File: src/rtl/operand_loader.sv
// Board-input front end: synchronises and debounces two keys, then latches
// adder operands A and B from the switches on successive load presses.
module operand_loader #(
    parameter int WIDTH           = 5,
    parameter int DEBOUNCE_CYCLES = 50000
) (
    input  logic               clk,
    input  logic               rst,
    input  logic [1:0]         key_n,
    input  logic [2*WIDTH-1:0] sw,
    output logic [WIDTH-1:0]   a,
    output logic [WIDTH-1:0]   b,
    output logic               valid,
    output logic [1:0]         state
);

    localparam int CW = (DEBOUNCE_CYCLES > 2) ? $clog2(DEBOUNCE_CYCLES) : 1;
    localparam logic [CW-1:0] CNT_LAST = CW'(DEBOUNCE_CYCLES - 1);

    typedef enum logic [1:0] {
        WAIT_A = 2'd0,
        WAIT_B = 2'd1,
        READY  = 2'd2,
        BAD    = 2'd3
    } state_t;

    logic [1:0]    sync1_q, sync2_q;
    logic [1:0]    stable_q, stable_d;
    logic [1:0]    stable_dly_q;
    logic [CW-1:0] cnt_q [2];
    logic [CW-1:0] cnt_d [2];
    logic [1:0]    press;
    logic          load_ev, clr_ev;

    state_t        state_q, state_d;
    logic [WIDTH-1:0] a_q, a_d, b_q, b_d;
    logic          valid_q, valid_d;

    always_comb begin
        stable_d = stable_q;
        for (int i = 0; i < 2; i++) begin
            cnt_d[i] = '0;
            if (sync2_q[i] != stable_q[i]) begin
                if (cnt_q[i] == CNT_LAST) begin
                    stable_d[i] = sync2_q[i];
                end else begin
                    cnt_d[i] = cnt_q[i] + 1'b1;
                end
            end
        end
    end

    // Event only on the released-to-pressed transition of the debounced level
    assign press   = stable_dly_q & ~stable_q;
    assign load_ev = press[0];
    assign clr_ev  = press[1];

    always_ff @(posedge clk) begin
        if (rst) begin
            sync1_q      <= 2'b11;
            sync2_q      <= 2'b11;
            stable_q     <= 2'b11;
            stable_dly_q <= 2'b11;
            for (int i = 0; i < 2; i++) cnt_q[i] <= '0;
        end else begin
            sync1_q      <= key_n;
            sync2_q      <= sync1_q;
            stable_q     <= stable_d;
            stable_dly_q <= stable_q;
            for (int i = 0; i < 2; i++) cnt_q[i] <= cnt_d[i];
        end
    end

    always_ff @(posedge clk) begin
        if (rst) begin
            state_q <= WAIT_A;
            a_q     <= '0;
            b_q     <= '0;
            valid_q <= 1'b0;
        end else begin
            state_q <= state_d;
            a_q     <= a_d;
            b_q     <= b_d;
            valid_q <= valid_d;
        end
    end

    always_comb begin
        state_d = state_q;
        if (clr_ev) begin
            state_d = WAIT_A;
        end else begin
            unique case (state_q)
                WAIT_A:  if (load_ev) state_d = WAIT_B;
                WAIT_B:  if (load_ev) state_d = READY;
                READY:   if (load_ev) state_d = WAIT_B;
                default: state_d = WAIT_A;
            endcase
        end
    end

    always_comb begin
        a_d     = a_q;
        b_d     = b_q;
        valid_d = valid_q;
        if (clr_ev || state_q == BAD) begin
            a_d     = '0;
            b_d     = '0;
            valid_d = 1'b0;
        end else if (load_ev) begin
            unique case (state_q)
                WAIT_A: a_d = sw[2*WIDTH-1:WIDTH];
                WAIT_B: begin
                    b_d     = sw[WIDTH-1:0];
                    valid_d = 1'b1;
                end
                READY: begin
                    a_d     = sw[2*WIDTH-1:WIDTH];
                    valid_d = 1'b0;
                end
                default: ;
            endcase
        end
    end

    assign a     = a_q;
    assign b     = b_q;
    assign valid = valid_q;
    assign state = state_q;

endmodule

File: config.mk
export PLATFORM = sky130hd
export DESIGN_NAME = operand_loader
export DESIGN_NICKNAME = d
export VERILOG_FILES = /design/src/rtl/operand_loader.sv
export SDC_FILE = /design/constraint.sdc
export NUM_CORES = 1
export LEC_CHECK = 0
export CORE_MARGIN = 4
export CORE_UTILIZATION = 50
export CTS_CLUSTER_DIAMETER = 150
export DETAILED_ROUTE_END_ITERATION = 8
export PLACE_DENSITY = 0.73
export SYNTH_ARGS = -nofsm -noshare
export SYNTH_HDL_FRONTEND = slang
export SYNTH_SLANG_ARGS = --single-unit
File: constraint.sdc
create_clock -name clk -period 2.2 [get_ports clk]
set_input_delay 0.22 -clock clk [delete_from_list [all_inputs] [get_ports clk]]
set_output_delay 0.22 -clock clk [all_outputs]
set_load 0.02 [all_outputs]
# ---- Word level (Yosys, flattened, before mapping)
# Memory sizes are Yosys's and may differ from the RTL's.
# Cells that the tools add are included.
dict set report word_totals {
  elab_cells 50
  input_bits 14
  regBits 21
  memories 1
  output_inout_bits 13
  ramBits 32
}
dict set report classes {
  n_reduce_logical 12
  add_sub_neg 2
  bitwise_logic 4
  mux 13
  n_eq_ne 9
}
# memory words width read_ports rd_ports_with_merged_regs wr line
set memory_table {}
lappend memory_table {cnt_q 2 16 2 0 2 30} ;# logic [CW-1:0] cnt_q [2];
# op count
set op_table {}
lappend op_table {{16-bit two-way mux} 6}
lappend op_table {{16-bit by 1-bit adder with 16-bit output, second input constant} 2}
lappend op_table {{16-bit equality test, second input constant} 2}
lappend op_table {{2-bit AND reduction} 6}
lappend op_table {{2-bit OR reduction} 3}
lappend op_table {{2-bit equality test, second input constant} 2}
lappend op_table {{2-bit two-way mux} 2}
lappend op_table {{2-bit one-hot mux with 2 select lines} 1}
lappend op_table {{1-bit two-way mux} 3}
lappend op_table {{2-bit bitwise AND} 1}
lappend op_table {{2-bit by 1-bit equality test with 1-bit output, second input constant} 1}
lappend op_table {{2-bit logical NOT} 1}
lappend op_table {{1-bit inequality test} 2}
lappend op_table {{2-bit by 1-bit inequality test with 1-bit output, second input constant} 1}
lappend op_table {{2-bit inequality test, second input constant} 1}
lappend op_table {{2-bit inverter} 1}
lappend op_table {{1-bit OR} 2}
lappend op_table {{1-bit one-hot mux with 2 select lines} 1}
lappend op_table {{2-bit nonzero test} 1}
lappend op_table {{1-bit logical OR} 1}

# ---- Longest topological paths before layout
# Gate-level depths: netlist of run 1.
dict set report depth {
  ltp_word 4
  ltp_mapped 7
  mapped_depth_nobuf 6
}

# ---- Worst setup path before layout of run 1
# No wires, ideal clock.
dict set report synth_path {
  path_kind {register to register}
  startpoint {memory cnt_q[0][11] in the netlist's numbering}
  endpoint {memory cnt_q[0][14] in the netlist's numbering}
  arrival_ps 1597
  path_slack_ps 489
  n_path_buf 2
  required_ps 2085
  period_less_slack_ps 1711
  setup_time_ps 115
  stages_incl_launch_ff 7
  path_cell_list {dfxtp_1 or4b_1 nor4_2 or3_1 buf_4 buf_6 nor2_1}
}
# element line
set synth_lines {}
lappend synth_lines {{start, declared} 30}

==> results.txt, run 1 <==
The maximum clock insertion buffer count came out at 2. The largest single stage delay on the critical path is 0.72 ns. For this design the ratio of total power to cell area is 592 mW/mm^2.

The share of total power in sequential cells is 62.4%. The number of sinks handled by clock tree synthesis came out at 53. Once the floorplan was initialized, standard cells occupied 53.4% of the core.

The critical path in this run is classified as register to register. The setup fix buffers added after clock tree synthesis came out at 0. The switching part of the total came out at 21.7%.

For flop-to-flop paths, the worst setup slack is 0.16 ns. The number of synthesis warnings is 0. The pre-CTS setup slack came out at 0.213 ns. At the later pin of the worst-skew pair, clock insertion delay measures 0.31 ns. The layout-stage area growth over the synthesis result is 19.1%.

The aggregate global routing overflow came out at 0. Summing all multi-input logic gate instances after layout gives 0.00105 mm^2. The top achievable clock speed came out at 490 MHz.

The layout net count is 299. The maximum fanout count along the critical path came out at 9. The flow ran to the end, and the final reports show no timing, DRC or antenna violations. The quantity of I/O buffers inserted on ports came out at 26. In this run the most critical hold path is launched from sync1_q[1]. From left edge to right edge, the die measures 74.3 um. The number of library cell types mapped by synthesis is 30. In this run the critical register-to-register path is captured at cnt_q[0][26].

The actual slew at the worst max-slew pin is 0.826 ns. The last weighted congestion value of the routability-driven placer came out at 0.798. The mean routed wirelength per cell is 12.0 um.

The detailed placer's ending HPWL is 2.84 mm. STA classifies the critical path endpoint as a register. The total global-route track usage came out at 16.0%.

The number of maximum-capacitance violations is 0. The number of H-tree branching levels came out at 2. The number of buffers created by CTS came out at 5. The cell-internal power is 0.00121 W. Across the whole layout, storage elements account for 0.00106 mm^2. The slowest stage cell on the critical path is sky130_fd_sc_hd__o31ai_1. Ranked by total cell area, the synthesized netlist is headed by sky130_fd_sc_hd__dfxtp_1, sky130_fd_sc_hd__xnor2_1, sky130_fd_sc_hd__nor2_1. Walking the worst path, the cells encountered are nor4b_1 -> nand3b_1 -> o31ai_1 -> buf_4 -> nor2_1.

TritonCTS built the clock tree. The average cell area after synthesis is 8.89 um^2. The minimum clock period after layout is 2.04 ns.

The required time reported for the critical path endpoint is 2.41 ns. The portion of total power attributed to combinational logic came out at 2.9%. After clock tree synthesis, the clock-pin slew on the worst setup and hold paths is 0.09 ns. The flip-flop and latch count after synthesis came out at 53. The iteration-0 DRC count of the detailed router is 77.

The max-slew violation total from the final report is 0. In this run the cell area of the synthesized design comes to 0.00220 mm^2. The leakage power total came out at 0.809 nW. The count of final hold-check violations is 0.

After floorplanning, the core was sized to cover 0.00412 mm^2. Counting every instance in the synthesized netlist gives 247. The routed design has 3.97 mm of wire. The setup TNS is 0 ns.

The count of boundary I/O pins is 27. After clock tree synthesis, the flow added hold-fix buffers numbering 0. The sequential element share of the synthesized area is 48.3%.

The vias after detailed routing is 1,680. The critical path data arrival time is 2.25 ns. The path with the worst hold slack has its endpoint at sync2_q[1].

The share of cells above drive strength 1 is 7.86%. For this run, the detailed router's first-pass iteration total came to 4. The first-pass GRT wire length is 6.78 mm. The final count of negative-setup-slack endpoints is 0. IR analysis of the VDD net gives a maximum drop of 0.000462 V. The total number of placement rows came out at 23. 0 antenna diodes ended up in the layout. The worst path setup slack after routing came out at 0.158 ns. The number of fillers in the final layout is 387. The number of cells on the worst hold path came out at 1. The startpoint class of the critical path is a register. Once the clock tree was built, the resizer swapped 0 gates to a different size. Setup repair after global routing left no endpoint under its margin.

The top-area cell type share of the netlist area came out at 48.3%. The combined buffer and inverter count along the critical path is 1. The net switching power figure came out at 0.000335 W. The number of antenna violations at the first check in global routing came out at 0. The average via count per standard cell is 5.09. The placed instance count is 322. The worst-case clock skew came out at 0.00676 ns.

The die footprint came out at 0.00552 mm^2. In this run the remaining antenna-violating nets after routing total 0. Measured along the y axis, the die boundary spans 74.3 um. The share of total power dissipated in the clock network is 34.7%. The cell family contributing the most delay on the critical path is compound AO/OA/AOI/OAI gates. Synthesis produced a netlist with a net count of 267.

The via count of the first global-routing pass was 1,586. For the worst flop-to-flop path, the logic depth is 5. The library cell used as clock root buffer is sky130_fd_sc_hd__clkbuf_8. The pin count of the biggest net entering global routing came out at 17. The worst path uses 92.8% of the clock period. The relative slew slack came out at 44.5%. The worst hold path belongs to the class register to register. In the routed design, unresolved DRC markers number 0. The startpoint identified for the worst register-to-register timing path is cnt_q[0][20]. sky130_fd_sc_hd__dfxtp_1 takes more of the synthesized area than any other cell. The number of standard cells in the layout, taps in and fillers out is 330.
[how the worst max path moves through the flow]
stage,startpoint,slack [ns],cells past startpoint,to
finish,cnt_q[0][20],0.16,5,cnt_q[0][26]
global route,cnt_q[0][20],0.03,5,cnt_q[0][22]
CTS,cnt_q[0][20],0.15,5,cnt_q[0][22]
detailed placement,cnt_q[0][21],0.21,5,cnt_q[0][26]
global placement,cnt_q[0][20],0.32,5,cnt_q[0][25]
floorplan,cnt_q[0][11],0.49,6,cnt_q[0][14]
[sequential cells by signal (all words and copies together), names as in the netlist]
| signal | cells |
|---|---|
| state | 2 |
| valid | 1 |
| stable_q | 2 |
| sync1_q | 2 |
| cnt_q | 32 |
| stable_dly_q | 2 |
| a | 5 |
| sync2_q | 2 |
| b | 5 |
[kinds of logic after synthesis]
family,Yosys count,share of synthesized area (%)
AOI/OAI and AO/OA,13,3.53
adders and majority gates,6,3.42
xor gates and xnor gates,30,12.0
DFF,53,48.3
buffers and inverters,19,3.82
muxes,6,2.74
and+or+nand+nor,120,26.2
[stage by stage]
stage	utilization, %	instance area, um^2	power, W	hold slack [ns]
floorplan	-	2200	0.00100	0.324
finish	63.5	2620	0.00155	0.416
global placement	61.4	2530	0.00103	0.393
CTS	63.5	2620	0.00156	0.416
global route	63.5	2620	0.00161	0.449
detailed placement	61.4	2530	0.00103	0.394
[power groups by stage]
stage | registers (W) | logic, W | clock network (W)
final | 0.000965 | 0.0000456 | 0.000536
after global routing | 0.000967 | 0.0000499 | 0.000589
after floorplan | 0.000987 | 0.0000169 | 0
after global placement | 0.000988 | 0.0000457 | 0
after detailed placement | 0.000988 | 0.0000458 | 0
after CTS | 0.000966 | 0.0000462 | 0.000552
[placed cells by master, fill, tap and decap left out]
cell type	n
sky130_fd_sc_hd__xor2_1	3
sky130_fd_sc_hd__nand3b_1	1
sky130_fd_sc_hd__clkbuf_8	5
sky130_fd_sc_hd__xnor2_1	27
sky130_fd_sc_hd__a21oi_1	9
sky130_fd_sc_hd__ha_1	6
sky130_fd_sc_hd__nand2b_1	2
sky130_fd_sc_hd__inv_1	11
sky130_fd_sc_hd__nor4_1	9
sky130_fd_sc_hd__o21ai_0	1
sky130_fd_sc_hd__nor2_1	50
sky130_fd_sc_hd__clkdlybuf4s50_1	26
sky130_fd_sc_hd__mux2i_1	6
sky130_fd_sc_hd__or2_2	5
sky130_fd_sc_hd__nor4b_1	2
sky130_fd_sc_hd__nand3_1	17
sky130_fd_sc_hd__nand2_1	14
sky130_fd_sc_hd__o221a_2	1
sky130_fd_sc_hd__clkinvlp_4	1
sky130_fd_sc_hd__nor3_1	9
sky130_fd_sc_hd__or4b_1	1
sky130_fd_sc_hd__or3_1	1
sky130_fd_sc_hd__nand4_1	6
sky130_fd_sc_hd__o31ai_1	1
sky130_fd_sc_hd__nor4_2	1
sky130_fd_sc_hd__or4_1	1
sky130_fd_sc_hd__buf_4	7
sky130_fd_sc_hd__a311oi_1	1
sky130_fd_sc_hd__nor2b_1	1
sky130_fd_sc_hd__dfxtp_1	53
sky130_fd_sc_hd__clkinv_2	2
[cells in the mapped netlist]
cell	count
sky130_fd_sc_hd__o221a_2	1
sky130_fd_sc_hd__nor4_2	1
sky130_fd_sc_hd__nor4b_1	2
sky130_fd_sc_hd__buf_6	1
sky130_fd_sc_hd__dfxtp_1	53
sky130_fd_sc_hd__or4_1	1
sky130_fd_sc_hd__nor2b_1	1
sky130_fd_sc_hd__clkbuf_1	5
sky130_fd_sc_hd__buf_2	1
sky130_fd_sc_hd__nand3b_1	1
sky130_fd_sc_hd__a311oi_1	1
sky130_fd_sc_hd__xor2_1	3
sky130_fd_sc_hd__nor3_1	9
sky130_fd_sc_hd__o21ai_0	1
sky130_fd_sc_hd__ha_1	6
sky130_fd_sc_hd__mux2i_1	6
sky130_fd_sc_hd__inv_1	11
sky130_fd_sc_hd__o31ai_1	1
sky130_fd_sc_hd__nor2_1	50
sky130_fd_sc_hd__a21oi_1	9
sky130_fd_sc_hd__or2_2	5
sky130_fd_sc_hd__nand3_1	17
sky130_fd_sc_hd__or3_1	1
sky130_fd_sc_hd__buf_4	1
sky130_fd_sc_hd__nand2_1	14
sky130_fd_sc_hd__nand4_1	6
sky130_fd_sc_hd__xnor2_1	27
sky130_fd_sc_hd__nand2b_1	2
sky130_fd_sc_hd__nor4_1	9
sky130_fd_sc_hd__or4b_1	1
[routing by layer]
| metal | routed length (um) | global-route usage [%] | up-vias |
|---|---|---|---|
| met5 | 0 | 0 | - |
| met3 | 205 | 5.54 | 7 |
| met1 | 1940 | 19.7 | 763 |
| met2 | 1750 | 25.5 | 24 |
| met4 | 81 | 6.92 | 0 |
| li1 | - | - | 886 |
[final cells by class]
| class | count | area share, % |
|---|---|---|
| clock inverter | 3 | 0.670 |
| multi-input combinational | 175 | 40.2 |
| tap | 50 | 2.39 |
| clock buffer | 5 | 2.63 |
| inverter | 11 | 1.58 |
| timing repair buffer | 33 | 12.0 |
| sequential | 53 | 40.6 |
(Power assumes the default switching activity.)
==> run 2: changes to the inputs <==
CTS_CLUSTER_SIZE = 16   (was unset)
REMOVE_ABC_BUFFERS = 1   (was unset)
SLEW_MARGIN = 20   (was unset)
==> results.txt, run 2 (same netlist as run 1, synthesis figures left out) <==
Result of the run: completed (unchanged). The clock slew at the register clock pins of the worst setup and hold paths was 0.09 ns (about the same). The net switching power figure came to 0.000307 W (was 0.000335 W). The storage element area came out at 0.00106 mm^2 (unchanged).

The count of cells resized by post-cts repair is 0 (unchanged). The combined buffer and inverter count along the critical path came to 1 (unchanged). The first-pass GRT wire length came out at 7.11 mm (was 6.78 mm).

The worst-case clock skew is 0.00514 ns (was 0.00676 ns). The number of sinks handled by clock tree synthesis is 53 (unchanged). The startpoint class of the critical path was a register (unchanged).

Most used cells in the layout excluding fill and tap cells: sky130_fd_sc_hd__dfxtp_1, sky130_fd_sc_hd__nor2_1, sky130_fd_sc_hd__xnor2_1 (unchanged). The number of maximum-capacitance violations is 0 (unchanged). The remaining routing DRC violations was 0 (unchanged). The most common library cell in the layout ignoring fill and taps is sky130_fd_sc_hd__dfxtp_1 (unchanged). The critical path data arrival time is 2.02 ns (was 2.25 ns). The final count of negative-setup-slack endpoints was 0 (unchanged).

The area used by multi-input combinational logic is 0.00105 mm^2 (unchanged). The last weighted congestion value of the routability-driven placer came out at 0.775 (was 0.798). The via count of the first global-routing pass came to 1,656 (was 1,586). The top achievable clock speed came to 549 MHz (was 490 MHz). The kind of end point of the critical path is a register (unchanged). Critical Path, Cell by Cell: or4_1 -> nor4_2 -> or3_1 -> buf_4 -> nor2_1 (was nor4b_1 -> nand3b_1 -> o31ai_1 -> buf_4 -> nor2_1).

The post-layout utilization of the core came to 63.4% (was 63.5%). The cell-internal power is 0.00124 W (was 0.00121 W). The largest register by flop count is cnt_q (unchanged). The number of H-tree branching levels came to 2 (unchanged). The hold buffer count at cts came out at 0 (unchanged). The initial cell density of the core came out at 53.4% (unchanged). The maximum fanout count along the critical path came out at 16 (was 9). The setup fix buffers added after clock tree synthesis is 0 (unchanged). The total number of placement rows came out at 23 (unchanged). The finished layout cell area was 0.00261 mm^2 (was 0.00262 mm^2). Unrepaired setup endpoints after global routing: no (unchanged). The detailed placer's ending HPWL came out at 2.86 mm (was 2.84 mm). The clock insertion delay at the later pin of the skew report is 0.30 ns (was 0.31 ns).

The mean routed wirelength per cell came to 12.2 um (was 12.0 um). The average via count per standard cell came to 5.13 (was 5.09). The total global-route track usage is 16.5% (was 16.0%). The delay of the slowest critical-path stage came out at 0.56 ns (was 0.72 ns).

The power per unit of standard cell area came out at 594 mW/mm^2 (was 592 mW/mm^2). The clock network fraction of design power came out at 34.8% (was 34.7%). The total wire length after detailed routing is 4.00 mm (was 3.97 mm). The post-route clock period utilization is 82.8% (was 92.8%). The number of fillers in the final layout is 371 (was 387).

The largest vdd supply drop came out at 0.000322 V (was 0.000462 V). The die footprint came out at 0.00552 mm^2 (unchanged). The setup TNS is 0 ns (unchanged). The share of cells above drive strength 1 is 6.83% (was 7.86%). The slowest stage cell on the critical path is sky130_fd_sc_hd__or4_1 (was sky130_fd_sc_hd__o31ai_1).

The width of the die is 74.3 um (unchanged). The switching part of the total came to 19.8% (was 21.7%). The actual slew at the worst max-slew pin is 0.517 ns (was 0.826 ns). The max-slew violation total from the final report was 0 (unchanged). The count of TritonRoute iterations in the first routing pass was 5 (was 4). The iteration-0 DRC count of the detailed router is 72 (was 77). The number of antenna violations at the first check in global routing came out at 0 (unchanged). The layout net count came to 298 (was 299). The portion of total power attributed to combinational logic came out at 2.9% (about the same). The vias after detailed routing came out at 1,682 (was 1,680). The share of total power in sequential cells is 62.3% (was 62.4%).

The height of the die came to 74.3 um (unchanged). The worst hold-check slack came out at 0.415 ns (was 0.416 ns). The pin count of the biggest net entering global routing is 17 (unchanged). The relative slew slack came out at 65.4% (was 44.5%). The maximum clock insertion buffer count is 2 (unchanged). The final antenna diode count came out at 0 (unchanged). The class of the most critical setup path was register to register (unchanged). The minimum clock period after layout came out at 1.82 ns (was 2.04 ns).

The total design power came out at 0.00155 W (about the same). The number of buffers created by CTS is 5 (unchanged). The layout-stage area growth over the synthesis result is 18.7% (was 19.1%).

The quantity of I/O buffers inserted on ports is 26 (unchanged). The flip-flop count of the largest register, all copies and words added came out at 32 (unchanged). The required time reported for the critical path endpoint came to 2.40 ns (was 2.41 ns).

The standard cell core area is 0.00412 mm^2 (unchanged). The leakage power total was 0.802 nW (was 0.809 nW). The cell type group with the largest total delay on the critical path is simple AND/OR/NAND/NOR gates (was compound AO/OA/AOI/OAI gates). The count of final hold-check violations is 0 (unchanged). The count of boundary I/O pins came out at 27 (unchanged). The path type of the worst min-delay path is register to register (unchanged). The aggregate global routing overflow came out at 0 (unchanged). The total placed instance area was 0.00252 mm^2 (was 0.00253 mm^2). The number of routed nets with antenna violations is 0 (unchanged). The library cell used as clock root buffer was sky130_fd_sc_hd__clkbuf_8 (unchanged). The TritonCTS clock tree is done (unchanged).
-- run 2: changes by cell type in the layout (fill, tap and decap cells not counted) --
cell	before	now
sky130_fd_sc_hd__buf_4	7	6
sky130_fd_sc_hd__clkbuf_1	0	1
sky130_fd_sc_hd__clkbuf_8	5	6
sky130_fd_sc_hd__clkinv_2	2	0
sky130_fd_sc_hd__clkinvlp_4	1	0
-- run 2: worst paths after layout --
path                                   start      endpoint  slack, ns  depth (start not counted)
worst min-delay path              sync1_q[1]    sync2_q[1]       0.41                          1
worst max-delay path            cnt_q[0][10]  cnt_q[0][11]       0.38                          5
worst min register to register    sync1_q[1]    sync2_q[1]       0.41                          1
worst max register to register  cnt_q[0][10]  cnt_q[0][11]       0.38                          5
-- run 2: power by group through the flow --
stage                     sequential, W  combinational [W]  clock [W]
final                          0.000965          0.0000447   0.000538
after global routing           0.000966          0.0000492   0.000596
after CTS                      0.000965          0.0000453   0.000560
after detailed placement       0.000988          0.0000445          0
after global placement         0.000988          0.0000451          0
after floorplan                0.000987          0.0000124          0
-- run 2: final cells by class --
class                      count  area share (%)
timing repair buffer          32            11.7
sequential                    53            40.7
inverter                      11            1.58
multi-input combinational    175            40.3
tap                           50            2.40
clock buffer                   7            3.31
-- run 2: per-layer routing --
metal | global-route usage, % | vias to the layer above | routed length, um
met5 | 0 | - | 0
met4 | 6.13 | 0 | 96
met3 | 4.73 | 9 | 146
met2 | 26.1 | 21 | 1810
met1 | 21.5 | 769 | 1940
li1 | - | 883 | -
-- run 2: through the flow --
stage	setup slack, ns	std cells
floorplan	0.265	239
global placement	0.472	321
detailed placement	0.393	321
CTS	0.369	328
global route	0.257	328
finish	0.379	328
==> run 3: changes to the inputs <==
clock period = 1.9 ns   (was 2.2 ns; I/O delays follow)
==> results.txt, run 3 (same netlist as run 1, synthesis figures left out) <==
The cell-internal power came to 0.00141 W (was 0.00124 W). The number of buffers created by CTS is 5 (unchanged). The portion of total power attributed to combinational logic came to 3.1% (was 2.9%).

The number of sinks handled by clock tree synthesis is 53 (unchanged). The average via count per standard cell came to 5.15 (was 5.13). The relative slew slack came out at 75.4% (was 65.4%). The length of routed met2 wiring is 1.87 mm (was 1.81 mm). The maximum clock insertion buffer count was 2 (unchanged). The largest vdd supply drop was 0.000540 V (was 0.000322 V). The mean routed wirelength per cell came out at 12.1 um (was 12.2 um). The total design power came out at 0.00179 W (was 0.00155 W). The combined buffer and inverter count along the critical path is 1 (unchanged).

The largest register by flop count is cnt_q (unchanged). The worst-case clock skew came to 0.0143 ns (was 0.00514 ns). The final count of negative-setup-slack endpoints is 0 (unchanged). The number of routed nets with antenna violations is 0 (unchanged). The actual slew at the worst max-slew pin is 0.368 ns (was 0.517 ns). The slowest stage cell on the critical path is sky130_fd_sc_hd__or4b_1 (was sky130_fd_sc_hd__or4_1). The clock network fraction of design power came out at 34.2% (was 34.8%).

The leakage power total is 0.812 nW (was 0.802 nW). Unrepaired setup endpoints after global routing: no (unchanged). The share of cells above drive strength 1 came to 7.47% (was 6.83%). The layout net count was 300 (was 298). The cell type group with the largest total delay on the critical path is simple AND/OR/NAND/NOR gates (unchanged). Critical Path, Cell by Cell: or4b_1 -> nor4_2 -> or3_1 -> buf_12 -> nor2_1 (was or4_1 -> nor4_2 -> or3_1 -> buf_4 -> nor2_1). The finished layout cell area is 0.00263 mm^2 (was 0.00261 mm^2). The count of boundary I/O pins is 27 (unchanged).

The kind of end point of the critical path was a register (unchanged). The most common library cell in the layout ignoring fill and taps was sky130_fd_sc_hd__dfxtp_1 (unchanged). The share of total power in sequential cells came out at 62.6% (was 62.3%). The max-slew violation total from the final report came to 0 (unchanged). The final antenna diode count came out at 0 (unchanged). The top layer reached by signal wires was met4 (unchanged). The quantity of I/O buffers inserted on ports is 26 (unchanged). The clock slew at the register clock pins of the worst setup and hold paths is 0.09 ns (about the same). The width of the die is 74.3 um (unchanged). The maximum fanout count along the critical path came out at 16 (unchanged). The iteration-0 DRC count of the detailed router came out at 94 (was 72).

The TritonCTS clock tree is done (unchanged). The total wire length after detailed routing came to 3.99 mm (was 4.00 mm). The number of H-tree branching levels is 2 (unchanged). The power per unit of standard cell area is 678 mW/mm^2 (was 594 mW/mm^2). Most used cells in the layout excluding fill and tap cells: sky130_fd_sc_hd__dfxtp_1, sky130_fd_sc_hd__nor2_1, sky130_fd_sc_hd__xnor2_1 (unchanged).

The required time reported for the critical path endpoint is 2.09 ns (was 2.40 ns). The height of the die came out at 74.3 um (unchanged). The pin count of the biggest net entering global routing came out at 17 (unchanged). The die footprint is 0.00552 mm^2 (unchanged).

The number of maximum-capacitance violations is 0 (unchanged). The startpoint class of the critical path is a register (unchanged). The top achievable clock speed came out at 566 MHz (was 549 MHz).

The total placed instance area came to 0.00255 mm^2 (was 0.00252 mm^2). The library cell used as clock root buffer is sky130_fd_sc_hd__clkbuf_8 (unchanged). The last weighted congestion value of the routability-driven placer is 0.785 (was 0.775).

The aggregate global routing overflow came out at 0 (unchanged). The hold buffer count at cts was 0 (unchanged). The post-route clock period utilization is 93.1% (was 82.8%). The total number of placement rows was 23 (unchanged). The setup fix buffers added after clock tree synthesis is 0 (unchanged). The via count of the first global-routing pass is 1,657 (was 1,656). The total global-route track usage came out at 16.4% (was 16.5%). The count of TritonRoute iterations in the first routing pass came out at 4 (was 5).

The remaining routing DRC violations was 0 (unchanged). The net switching power figure came to 0.000373 W (was 0.000307 W). The minimum clock period after layout came to 1.77 ns (was 1.82 ns). The class of the most critical setup path is register to register (unchanged). The critical path data arrival time came out at 1.96 ns (was 2.02 ns). The wire length on met1 is 1.90 mm (was 1.94 mm). The detailed placer's ending HPWL is 2.93 mm (was 2.86 mm).

The first-pass GRT wire length came out at 7.03 mm (was 7.11 mm). The count of cells resized by post-cts repair came to 0 (unchanged). The delay of the slowest critical-path stage is 0.53 ns (was 0.56 ns). The flip-flop count of the largest register, all copies and words added came out at 32 (unchanged). The vias after detailed routing came out at 1,706 (was 1,682). The switching part of the total is 20.9% (was 19.8%). The path type of the worst min-delay path is register to register (unchanged).

Result of the run: completed (unchanged). The clock insertion delay at the later pin of the skew report came out at 0.30 ns (about the same). The routed length on met3 is 147 um (was 146 um). The initial cell density of the core came out at 53.4% (unchanged). The layout-stage area growth over the synthesis result is 19.9% (was 18.7%). The standard cell core area came out at 0.00412 mm^2 (unchanged).

The number of antenna violations at the first check in global routing is 0 (unchanged). The count of final hold-check violations was 0 (unchanged).
## run 3: layer usage
layer	GRT usage, %	up-vias
met5	0	-
met4	7.11	0
met3	4.19	9
met2	27.6	23
met1	19.8	784
li1	-	890
## run 3: final timing paths
kind | cells past startpoint | from | slack (ns) | endpoint
setup reg to reg | 5 | cnt_q[0][11] | 0.13 | cnt_q[0][2]
hold reg to reg | 1 | sync1_q[1] | 0.41 | sync2_q[1]
hold / removal | 1 | sync1_q[1] | 0.41 | sync2_q[1]
setup / recovery | 5 | cnt_q[0][11] | 0.13 | cnt_q[0][2]
## run 3: power by group through the flow
stage / logic (W) / registers, W / clock network, W
finish: 0.0000559 / 0.00112 / 0.000611
global route: 0.0000612 / 0.00112 / 0.000666
CTS: 0.0000565 / 0.00112 / 0.000628
detailed placement: 0.0000558 / 0.00114 / 0
global placement: 0.0000556 / 0.00114 / 0
floorplan: 0.0000144 / 0.00114 / 0
## run 3: cell type report
cell class,count,area [um^2]
clock buffer,7,76.3
clock inverter,1,7.51
fill,363,1480
inverter,11,41.3
multi-input combinational,175,1050
sequential,53,1060
tap,50,62.6
timing repair buffer,34,333
## run 3: stage by stage
stage	utilization (%)	setup TNS [ns]	hold WS [ns]	instances	setup slack (ns)
3_5_place_dp	61.9	0	0.394	323	0.154
5_1_grt	64.0	0	0.433	331	0.0387
4_1_cts	64.0	0	0.417	331	0.124
3_3_place_gp	61.9	0	0.395	323	0.195
2_1_floorplan	-	-0.454	0.267	239	-0.0349
6_report	64.0	0	0.413	331	0.132
